<file path="src/rtl/up_to_limit_if.sv">
// Control and BCD count bus for the up_to_limit elapsed-time counter.
`timescale 1ns/1ps
interface up_to_limit_if;
  logic       tick;
  logic       start;
  logic       stop;
  logic       clear;
  logic [3:0] limit_tens;
  logic [3:0] limit_units;
  logic [3:0] q_tens;
  logic [3:0] q_units;
  logic       running;
  logic       done;
  logic       done_pulse;
  logic       carry;

  modport master (
    output tick, start, stop, clear, limit_tens, limit_units,
    input  q_tens, q_units, running, done, done_pulse, carry
  );

  modport slave (
    input  tick, start, stop, clear, limit_tens, limit_units,
    output q_tens, q_units, running, done, done_pulse, carry
  );
endinterface

</file>
<file path="src/rtl/up_to_limit.sv">
// Two-digit BCD up-counter that runs on tick strobes until it reaches a
// latched target, with pause/resume and abort; every output is registered.
`timescale 1ns/1ps
module up_to_limit #(
  parameter int unsigned TENS_MAX = 5
) (
  input  logic          clock,
  input  logic          reset,
  up_to_limit_if.slave  bus
);

  localparam int unsigned DW = 4;
  localparam logic [DW-1:0] TMAX  = DW'(TENS_MAX);
  localparam logic [DW-1:0] NINE  = DW'(9);
  localparam logic [DW-1:0] ZERO  = DW'(0);
  localparam logic [DW-1:0] ONE   = DW'(1);

  typedef enum logic [1:0] {
    S_IDLE  = 2'd0,
    S_RUN   = 2'd1,
    S_PAUSE = 2'd2,
    S_DONE  = 2'd3
  } state_e;

  state_e        state_q, state_d;
  logic [DW-1:0] tens_q, tens_d, units_q, units_d;
  logic [DW-1:0] lim_t_q, lim_t_d, lim_u_q, lim_u_d;
  logic          running_q, running_d, done_q, done_d;
  logic          dpulse_q, dpulse_d, carry_q, carry_d;

  logic [DW-1:0] in_t_c, in_u_c, inc_t_c, inc_u_c;
  logic          zero_lim_c, advance_c, hit_c, arm_c;

  // Clamped limit inputs and the incremented count candidate.
  always_comb begin
    in_u_c     = (bus.limit_units > NINE) ? NINE : bus.limit_units;
    in_t_c     = (bus.limit_tens  > TMAX) ? TMAX : bus.limit_tens;
    zero_lim_c = (in_t_c == ZERO) && (in_u_c == ZERO);
    if (units_q == NINE) begin
      inc_u_c = ZERO;
      inc_t_c = tens_q + ONE;
    end else begin
      inc_u_c = units_q + ONE;
      inc_t_c = tens_q;
    end
    arm_c     = ((state_q == S_IDLE) || (state_q == S_DONE)) && bus.start;
    advance_c = (state_q == S_RUN) && !bus.stop && bus.tick;
    hit_c     = (inc_t_c == lim_t_q) && (inc_u_c == lim_u_q);
  end

  // State and datapath registers.
  always_ff @(posedge clock) begin
    if (reset) begin
      state_q   <= S_IDLE;
      tens_q    <= ZERO;
      units_q   <= ZERO;
      lim_t_q   <= ZERO;
      lim_u_q   <= ZERO;
      running_q <= 1'b0;
      done_q    <= 1'b0;
      dpulse_q  <= 1'b0;
      carry_q   <= 1'b0;
    end else begin
      state_q   <= state_d;
      tens_q    <= tens_d;
      units_q   <= units_d;
      lim_t_q   <= lim_t_d;
      lim_u_q   <= lim_u_d;
      running_q <= running_d;
      done_q    <= done_d;
      dpulse_q  <= dpulse_d;
      carry_q   <= carry_d;
    end
  end

  // Next state: clear beats start/stop, which beat tick.
  always_comb begin
    state_d = state_q;
    if (bus.clear) begin
      state_d = S_IDLE;
    end else begin
      case (state_q)
        S_IDLE, S_DONE: if (bus.start) state_d = zero_lim_c ? S_DONE : S_RUN;
        S_RUN: begin
          if (bus.stop)                state_d = S_PAUSE;
          else if (advance_c && hit_c) state_d = S_DONE;
        end
        S_PAUSE: if (bus.start) state_d = S_RUN;
        default: state_d = S_IDLE;
      endcase
    end
  end

  // Next values of count, latched limit and status outputs.
  always_comb begin
    tens_d    = tens_q;
    units_d   = units_q;
    lim_t_d   = lim_t_q;
    lim_u_d   = lim_u_q;
    carry_d   = 1'b0;
    dpulse_d  = 1'b0;
    running_d = (state_d == S_RUN);
    done_d    = (state_d == S_DONE);
    if (bus.clear) begin
      tens_d  = ZERO;
      units_d = ZERO;
    end else if (arm_c) begin
      tens_d   = ZERO;
      units_d  = ZERO;
      lim_t_d  = in_t_c;
      lim_u_d  = in_u_c;
      dpulse_d = zero_lim_c;
    end else if (advance_c) begin
      tens_d   = inc_t_c;
      units_d  = inc_u_c;
      carry_d  = (units_q == NINE);
      dpulse_d = hit_c;
    end
  end

  assign bus.q_tens     = tens_q;
  assign bus.q_units    = units_q;
  assign bus.running    = running_q;
  assign bus.done       = done_q;
  assign bus.done_pulse = dpulse_q;
  assign bus.carry      = carry_q;

endmodule

</file>
<file path="src/flat_wrapper.sv">
// flat-port wrapper written by rule: the top's interface ports become plain ports
module up_to_limit_flat 
#(
  parameter int unsigned TENS_MAX = 5
)
  (clock, reset, bus_tick, bus_start, bus_stop, bus_clear, bus_limit_tens, bus_limit_units, bus_q_tens, bus_q_units, bus_running, bus_done, bus_done_pulse, bus_carry);
  up_to_limit_if bus_i ();
  input  logic clock;
  input  logic reset;
  input wire logic [$bits(bus_i.tick)-1:0] bus_tick;
  input wire logic [$bits(bus_i.start)-1:0] bus_start;
  input wire logic [$bits(bus_i.stop)-1:0] bus_stop;
  input wire logic [$bits(bus_i.clear)-1:0] bus_clear;
  input wire logic [$bits(bus_i.limit_tens)-1:0] bus_limit_tens;
  input wire logic [$bits(bus_i.limit_units)-1:0] bus_limit_units;
  output wire logic [$bits(bus_i.q_tens)-1:0] bus_q_tens;
  output wire logic [$bits(bus_i.q_units)-1:0] bus_q_units;
  output wire logic [$bits(bus_i.running)-1:0] bus_running;
  output wire logic [$bits(bus_i.done)-1:0] bus_done;
  output wire logic [$bits(bus_i.done_pulse)-1:0] bus_done_pulse;
  output wire logic [$bits(bus_i.carry)-1:0] bus_carry;
  assign bus_i.tick = bus_tick;
  assign bus_i.start = bus_start;
  assign bus_i.stop = bus_stop;
  assign bus_i.clear = bus_clear;
  assign bus_i.limit_tens = bus_limit_tens;
  assign bus_i.limit_units = bus_limit_units;
  assign bus_q_tens = bus_i.q_tens;
  assign bus_q_units = bus_i.q_units;
  assign bus_running = bus_i.running;
  assign bus_done = bus_i.done;
  assign bus_done_pulse = bus_i.done_pulse;
  assign bus_carry = bus_i.carry;
  up_to_limit #(.TENS_MAX(TENS_MAX)) u_core (.clock(clock), .reset(reset), .bus(bus_i));
endmodule
</file>
<file path="config.mk">
export PLATFORM = sky130hd
export DESIGN_NAME = up_to_limit_flat
export DESIGN_NICKNAME = d
export VERILOG_FILES = /design/src/rtl/up_to_limit_if.sv /design/src/rtl/up_to_limit.sv /design/src/flat_wrapper.sv
export SDC_FILE = /design/constraint.sdc
export NUM_CORES = 1
export LEC_CHECK = 0
export BUFFER_PORTS_ARGS = -buffer_cell sky130_fd_sc_hd__buf_2
export CAP_MARGIN = 20
export CORE_UTILIZATION = 35
export DETAILED_ROUTE_END_ITERATION = 7
export PLACE_DENSITY = 0.63
export SLEW_MARGIN = 0
export SYNTH_ARGS = -nofsm -noshare
export SYNTH_HDL_FRONTEND = slang
export SYNTH_SLANG_ARGS = --single-unit
</file>
<file path="constraint.sdc">
create_clock -name clock -period 2.9 [get_ports clock]
set_input_delay 0.29 -clock clock [delete_from_list [all_inputs] [get_ports clock]]
set_output_delay 0.29 -clock clock [all_outputs]
set_load 0.01 [all_outputs]
</file>
==> metrics.md, run 1 <==
| Metric | Value |
|---|---|
| Antenna violations before repair | 0 |
| Post-DP Area | 1390 sq um |
| CP bufs+invs | 0 |
| FP Rows | 21 |
| Critical path depth in cells | 6 |
| Critical Setup Path Class | flop to flop |
| Most common cell after layout, fill and taps aside | buf_2 |
| Setup bufs post-CTS | 0 |
| Layout Nets | 186 |
| Worst Skew | 2.18 ps |
| CORE AREA | 3360 sq um |
| FMAX | 0.493 GHz |
| First-pass GRT wire length | 4070 microns |
| Total track usage | 14.7% |
| N_diodes | 0 |
| Outcome | complete, no violations |
| Post-Syn Instances | 145 |
| Die Area | 3790 sq um |
| Synth area leaders | dfxtp_1 35%, nand2_1 5.7%, xnor2_1 5.6% |
| Pwr Density | 373 nW/um^2 |
| Post-route ant nets | 0 |
| Power, Total | 530 uW |
| Dpl hpwl | 2080 microns |
| Fin. max-slew vios | 0 |
| Worst skew pair latency | 300 ps |
| Unrepaired setup endpoints after global routing | no |
| Synthesis Warnings | 0 |
| Synth top area share | 35.5% |
| Total CTS buffers | 3 |
| Largest net degree at the start of global routing | 13 |
| Number of synthesized register bits | 22 |
| Clk buf depth | 2 |
| Unique masters post-synth | 41 |
| Avg Inst Size Synth | 8.56 sq um |
| CTS Hold Bufs | 0 |
| Num Clock Sinks | 22 |
| Setup_tns | 0 ps |
| Mapped Nets | 162 |
| Cell Area, Synth | 1240 sq um |
| CTS tree | built |
| Final core occ | 42.3% |
| Die W | 61.6 microns |
| DR pass1 iterations | 4 |
| IO Pins | 26 |
| Wire length per cell | 11.8 microns |
| Nature of the critical path endpoint | flop |
| Die H | 61.6 microns |
| Worst Hold Class | primary input to flop |
| H-tree depth | 1 |
| Worst path max stage delay | 540 ps |
| Crit path DAT | 2220 ps |
| Fraction of layout cells with a size suffix above 1 | 22.6% |
| Minimum clock period | 2030 ps |
| Worst-path maximum fanout | 11 |
| Vias per inst | 5.00 |
| Initial Util | 36.9% |
| Most frequent cells in the layout | 25 x buf_2, 22 x dfxtp_1, 19 x nand2_1 |
| Worst r2r path cells | 6 |
| Area Growth Syn to Fin | 14.5% |
| GP Congestion | 0.836 |
| Slowest CP cell | nor4bb_4 |
| Final-report hold violation count | 0 |
| Crit path launch type | flop |
| Top cell type by total area after synthesis | dfxtp_1 |
| Vias in the first global route | 946 |
| Peak VDD IR | 148 uV |
| Seq/Total Area, Yosys | 35.5% |
| Number of port buffers | 25 |
| Max cap viols | 0 |
| CTS clk-pin slew, worst paths | 120 ps |
| Tcrit/Tclk final | 69.9% |
| Crit path cell chain | nor4bb_4 > mux2i_1 > xnor2_1 > a211oi_2 > and4b_1 > a211oi_2 |
| Total wire length | 2520 microns |
| Drt first-iter violations | 55 |
| Top cell family by delay on the critical path | simple AND/OR/NAND/NOR gates |
| Fill cells | 350 |
| Leak Pwr | 0.562 nW |
| Most frequent CP cell | a211oi_2 |
| Hold Path Depth | 3 |
| Final setup fails | 0 |
| Clock root cell | clkbuf_4 |
| Slew headroom | 62.3% |
| Drt drc | 0 |
| Remaining Overflow, GRT | 0 |
| Slew @ Worst Pin | 564 ps |
| Post-CTS sizing | 0 |
| Fin area | 1420 sq um |
| Vias post-DR | 1,070 |
| Critical Path RT | 3090 ps |
==> final timing paths <==
check                   startpoint                  to  slack [ps]
min reg2reg      u_core.lim_u_q[1]   u_core.lim_u_q[1]         470
min             bus_limit_units[0]   u_core.lim_u_q[0]         230
max reg2reg  u_core.bus.q_units[1]  u_core.bus.running         870
max          u_core.bus.q_units[1]  u_core.bus.running         870
==> state kept, by name, indices dropped and copies added (netlist names) <==
| register | flops |
|---|---|
| u_core.bus.carry | 1 |
| u_core.bus.done | 1 |
| u_core.bus.done_pulse | 1 |
| u_core.bus.q_tens | 4 |
| u_core.bus.q_units | 4 |
| u_core.bus.running | 1 |
| u_core.lim_t_q | 4 |
| u_core.lim_u_q | 4 |
| u_core.state_q | 2 |
==> worst register-to-register path: cells and delay by family (launching register included) <==
family,cells,cell delay [ps]
and+or+nand+nor,2,810
DFF,1,450
AOI/OAI and AO/OA,2,300
muxes,1,270
xor gates and xnor gates,1,90
==> cell type report <==
class	count	area, sq um	share of cell area, %
multi-input cells	112	743	52.3
flip-flops and latches	22	440	31.0
repair buffers	25	125	8.80
well taps	46	57.6	4.05
clock buffers	4	36.3	2.55
inverters	5	18.8	1.32
==> where the power goes <==
group	leakage [nW]	switching, mW	internal [mW]
clock	0.0210	0.0900	0.0766
sequential	0.178	0.00512	0.308
combinational	0.363	0.0284	0.0211
==> per-stage QoR <==
stage / cells / setup slack (ps) / hold WS, ps
floorplan: 145 / 1060 / 426
global placement: 210 / 958 / 460
detailed placement: 210 / 874 / 461
CTS: 214 / 851 / 220
global route: 214 / 708 / 228
finish: 214 / 873 / 228
==> cell usage after synthesis <==
cell type,instances
dfxtp_1,22
nand2_1,19
nor2_1,14
xnor2_1,8
a21oi_1,7
xor2_1,6
inv_1,5
nand3_1,5
o21ai_0,5
a211oi_1,3
a211oi_2,3
clkbuf_1,3
ha_1,3
mux2i_1,3
nor2b_1,3
nor4_1,3
and2_1,2
buf_6,2
nand2b_1,2
nand3b_1,2
nand4_1,2
nor3b_1,2
o21a_1,2
o22ai_1,2
a2111oi_0,1
a21bo_2,1
a21boi_0,1
a221o_1,1
a22o_2,1
and3_1,1
and3b_1,1
and4b_1,1
buf_2,1
nor2b_2,1
nor3_1,1
nor3b_2,1
nor4bb_4,1
o21bai_1,1
o31a_1,1
or2_2,1
or3_1,1
==> layer usage <==
metal	share of wire [%]	track usage [%]	up-vias	wire (microns)
li1	-	-	554	-
met1	49	19.1	490	1230
met2	47	24.3	22	1170
met3	3.0	2.10	4	75
met4	1.4	6.35	0	35
met5	0	0	-	0
==> cells by family after synthesis <==
logic type / after synthesis / synth area share [%]
flops: 22 / 35.5
xor+xnor: 14 / 9.88
mux: 3 / 2.42
compound gates: 29 / 16.9
fa+ha+maj: 3 / 3.02
buf+inv: 11 / 4.64
simple gates: 63 / 27.6
No activity file was read; power rests on OpenSTA's default activity.
==> inputs of run 2 (changes only) <==
==> constraint.sdc (replaced) <==
create_clock -name clock -period 2.05 [get_ports clock]
set_input_delay 0.205 -clock clock [delete_from_list [all_inputs] [get_ports clock]]
set_output_delay 0.205 -clock clock [all_outputs]
set_load 0.01 [all_outputs]
==> metrics.md, run 2 (same netlist as run 1, synthesis figures left out) <==
| Metric | Value |
|---|---|
| Remaining Overflow, GRT | 0 (unchanged) |
| Total track usage | 15.7% (+0.95 points) |
| Wire length per cell | 12.4 microns (+5.6%) |
| Clk buf depth | 2 (unchanged) |
| Setup_tns | 0 ps (unchanged) |
| Num Clock Sinks | 22 (unchanged) |
| Initial Util | 36.9% (unchanged) |
| CTS Hold Bufs | 0 (unchanged) |
| N_diodes | 0 (unchanged) |
| Nature of the critical path endpoint | flop |
| Reg-to-reg slack, setup | 160 ps (-720 ps) |
| Critical Setup Path Class | flop to flop |
| Drt drc | 0 (unchanged) |
| Die Area | 3790 sq um (unchanged) |
| Dpl cells | 212 (+0.95%) |
| Area Growth Syn to Fin | 15.9% |
| Total wire length | 2680 microns (+6.6%) |
| Drt first-iter violations | 68 (+24%) |
| Dpl hpwl | 2130 microns (+2.5%) |
| Most common cell after layout, fill and taps aside | buf_2 |
| Final-report hold violation count | 0 (unchanged) |
| Fin. max-slew vios | 0 (unchanged) |
| Vias post-DR | 1,086 (+1.5%) |
| Antenna violations before repair | 0 (unchanged) |
| Largest net degree at the start of global routing | 12 (-1) |
| Vias in the first global route | 989 (+4.5%) |
| Worst hold slack | 149 ps (-78.3 ps) |
| Final worst slack | 157 ps (-716 ps) |
| Unrepaired setup endpoints after global routing | no |
| Minimum clock period | 1890 ps (-134 ps) |
| CORE AREA | 3360 sq um (unchanged) |
| Tcrit/Tclk final | 92.4% (+22 points) |
| Final setup fails | 0 (unchanged) |
| DR pass1 iterations | 4 (unchanged) |
| FP Rows | 21 (unchanged) |
| Slew @ Worst Pin | 514 ps (-49.7 ps) |
| Crit path DAT | 2090 ps (-130 ps) |
| Total CTS buffers | 3 (unchanged) |
| Fraction of layout cells with a size suffix above 1 | 25.3% (+2.7 points) |
| Fin area | 1440 sq um (+1.2%) |
| CTS clk-pin slew, worst paths | 120 ps (about the same) |
| H-tree depth | 1 (unchanged) |
| Multi-input logic area | 749 sq um (+0.84%) |
| Post-DP Area | 1400 sq um (+1.1%) |
| Pwr Density | 492 nW/um^2 (+32%) |
| Post-route ant nets | 0 (unchanged) |
| Vias per inst | 5.03 (+0.56%) |
| Peak VDD IR | 311 uV (+110%) |
| Worst-path maximum fanout | 8 (-3) |
| Layout Nets | 189 (+1.6%) |
| Worst skew pair latency | 300 ps (about the same) |
| GP Congestion | 0.829 (-0.84%) |
| Most frequent cells in the layout | 25 x buf_2, 20 x dfxtp_1, 19 x nand2_1 |
| Critical Path RT | 2250 ps (-840 ps) |
| Die H | 61.6 microns (unchanged) |
| Outcome | complete, no violations |
| Leak Pwr | 0.573 nW (+1.9%) |
| FMAX | 0.528 GHz (+7.1%) |
| Worst Skew | 1.24 ps (-0.942 ps) |
| Pre-CTS WS | 74.7 ps (-799 ps) |
| Slew headroom | 65.6% (+3.3 points) |
| First-pass GRT wire length | 4440 microns (+9.0%) |
| Fill cells | 362 (+3.4%) |
| IO Pins | 26 (unchanged) |
| Die W | 61.6 microns (unchanged) |
| CTS tree | built |
| Clock root cell | clkbuf_4 |
| Register Area | 443 sq um (+0.57%) |
| Max cap viols | 0 (unchanged) |
| Crit path launch type | flop |
| Number of port buffers | 25 (unchanged) |
| Cell Count, Final, Fillers Out | 216 (+0.93%) |
| Worst Hold Class | primary input to flop |
-- run 2: changes by cell type in the layout (fill, tap and decap cells not counted), sizes merged --
cell and change:
buf +3, clkbuf -1
-- run 2: layer usage --
layer / vias to the layer above / share of wire (%) / GRT usage, %
met4: 0 / 0.67 / 2.86
met1: 499 / 49 / 20.5
met3: 2 / 3.9 / 2.52
met5: - / 0 / 0
met2: 28 / 46 / 27.3
li1: 557 / - / -
-- run 2: area by class of cell --
class                   instances  area share [%]
clock buffers                   3            1.57
flip-flops and latches         22            30.8
inverters                       5            1.30
multi-input cells             112            52.1
well taps                      46            4.00
repair buffers                 28            10.3
-- run 2: worst max-delay path: stages (launching register included) --
cell,delay (ps)
dfxtp_2,410
nor4bb_4,290
buf_4,180
buf_4,120
nand2_1,70
xnor2_1,220
nor2_1,80
and4b_1,200
a22o_2,220
-- run 2: per-stage QoR --
| step | total power, mW | util [%] |
|---|---|---|
| floorplan | 0.494 | - |
| global placement | 0.520 | 41.6 |
| detailed placement | 0.523 | 41.6 |
| CTS | 0.708 | 42.3 |
| global route | 0.734 | 42.8 |
| finish | 0.707 | 42.8 |
-- run 2: final timing paths --
check | startpoint | endpoint | depth (start not counted)
hold reg to reg | u_core.lim_u_q[1] | u_core.lim_u_q[1] | 2
setup reg to reg | u_core.bus.q_units[0] | u_core.bus.done_pulse | 8
hold / removal | bus_limit_units[0] | u_core.lim_u_q[0] | 3
setup / recovery | u_core.bus.q_units[0] | u_core.bus.done_pulse | 8
-- run 2: report_power, final --
group | total, mW | switching, mW | internal (mW) | leakage [nW]
sequential | 0.444 | 0.00741 | 0.436 | 0.179
combinational | 0.0719 | 0.0417 | 0.0303 | 0.380
clock | 0.192 | 0.123 | 0.0684 | 0.0138
-- run 2: repair_timing --
item                                    in CTS  in global routing
endpoints found under the hold margin        0                  0
resized for setup                            0                  4
endpoints found under the setup margin       0                  6
buffers inserted                             0                  1
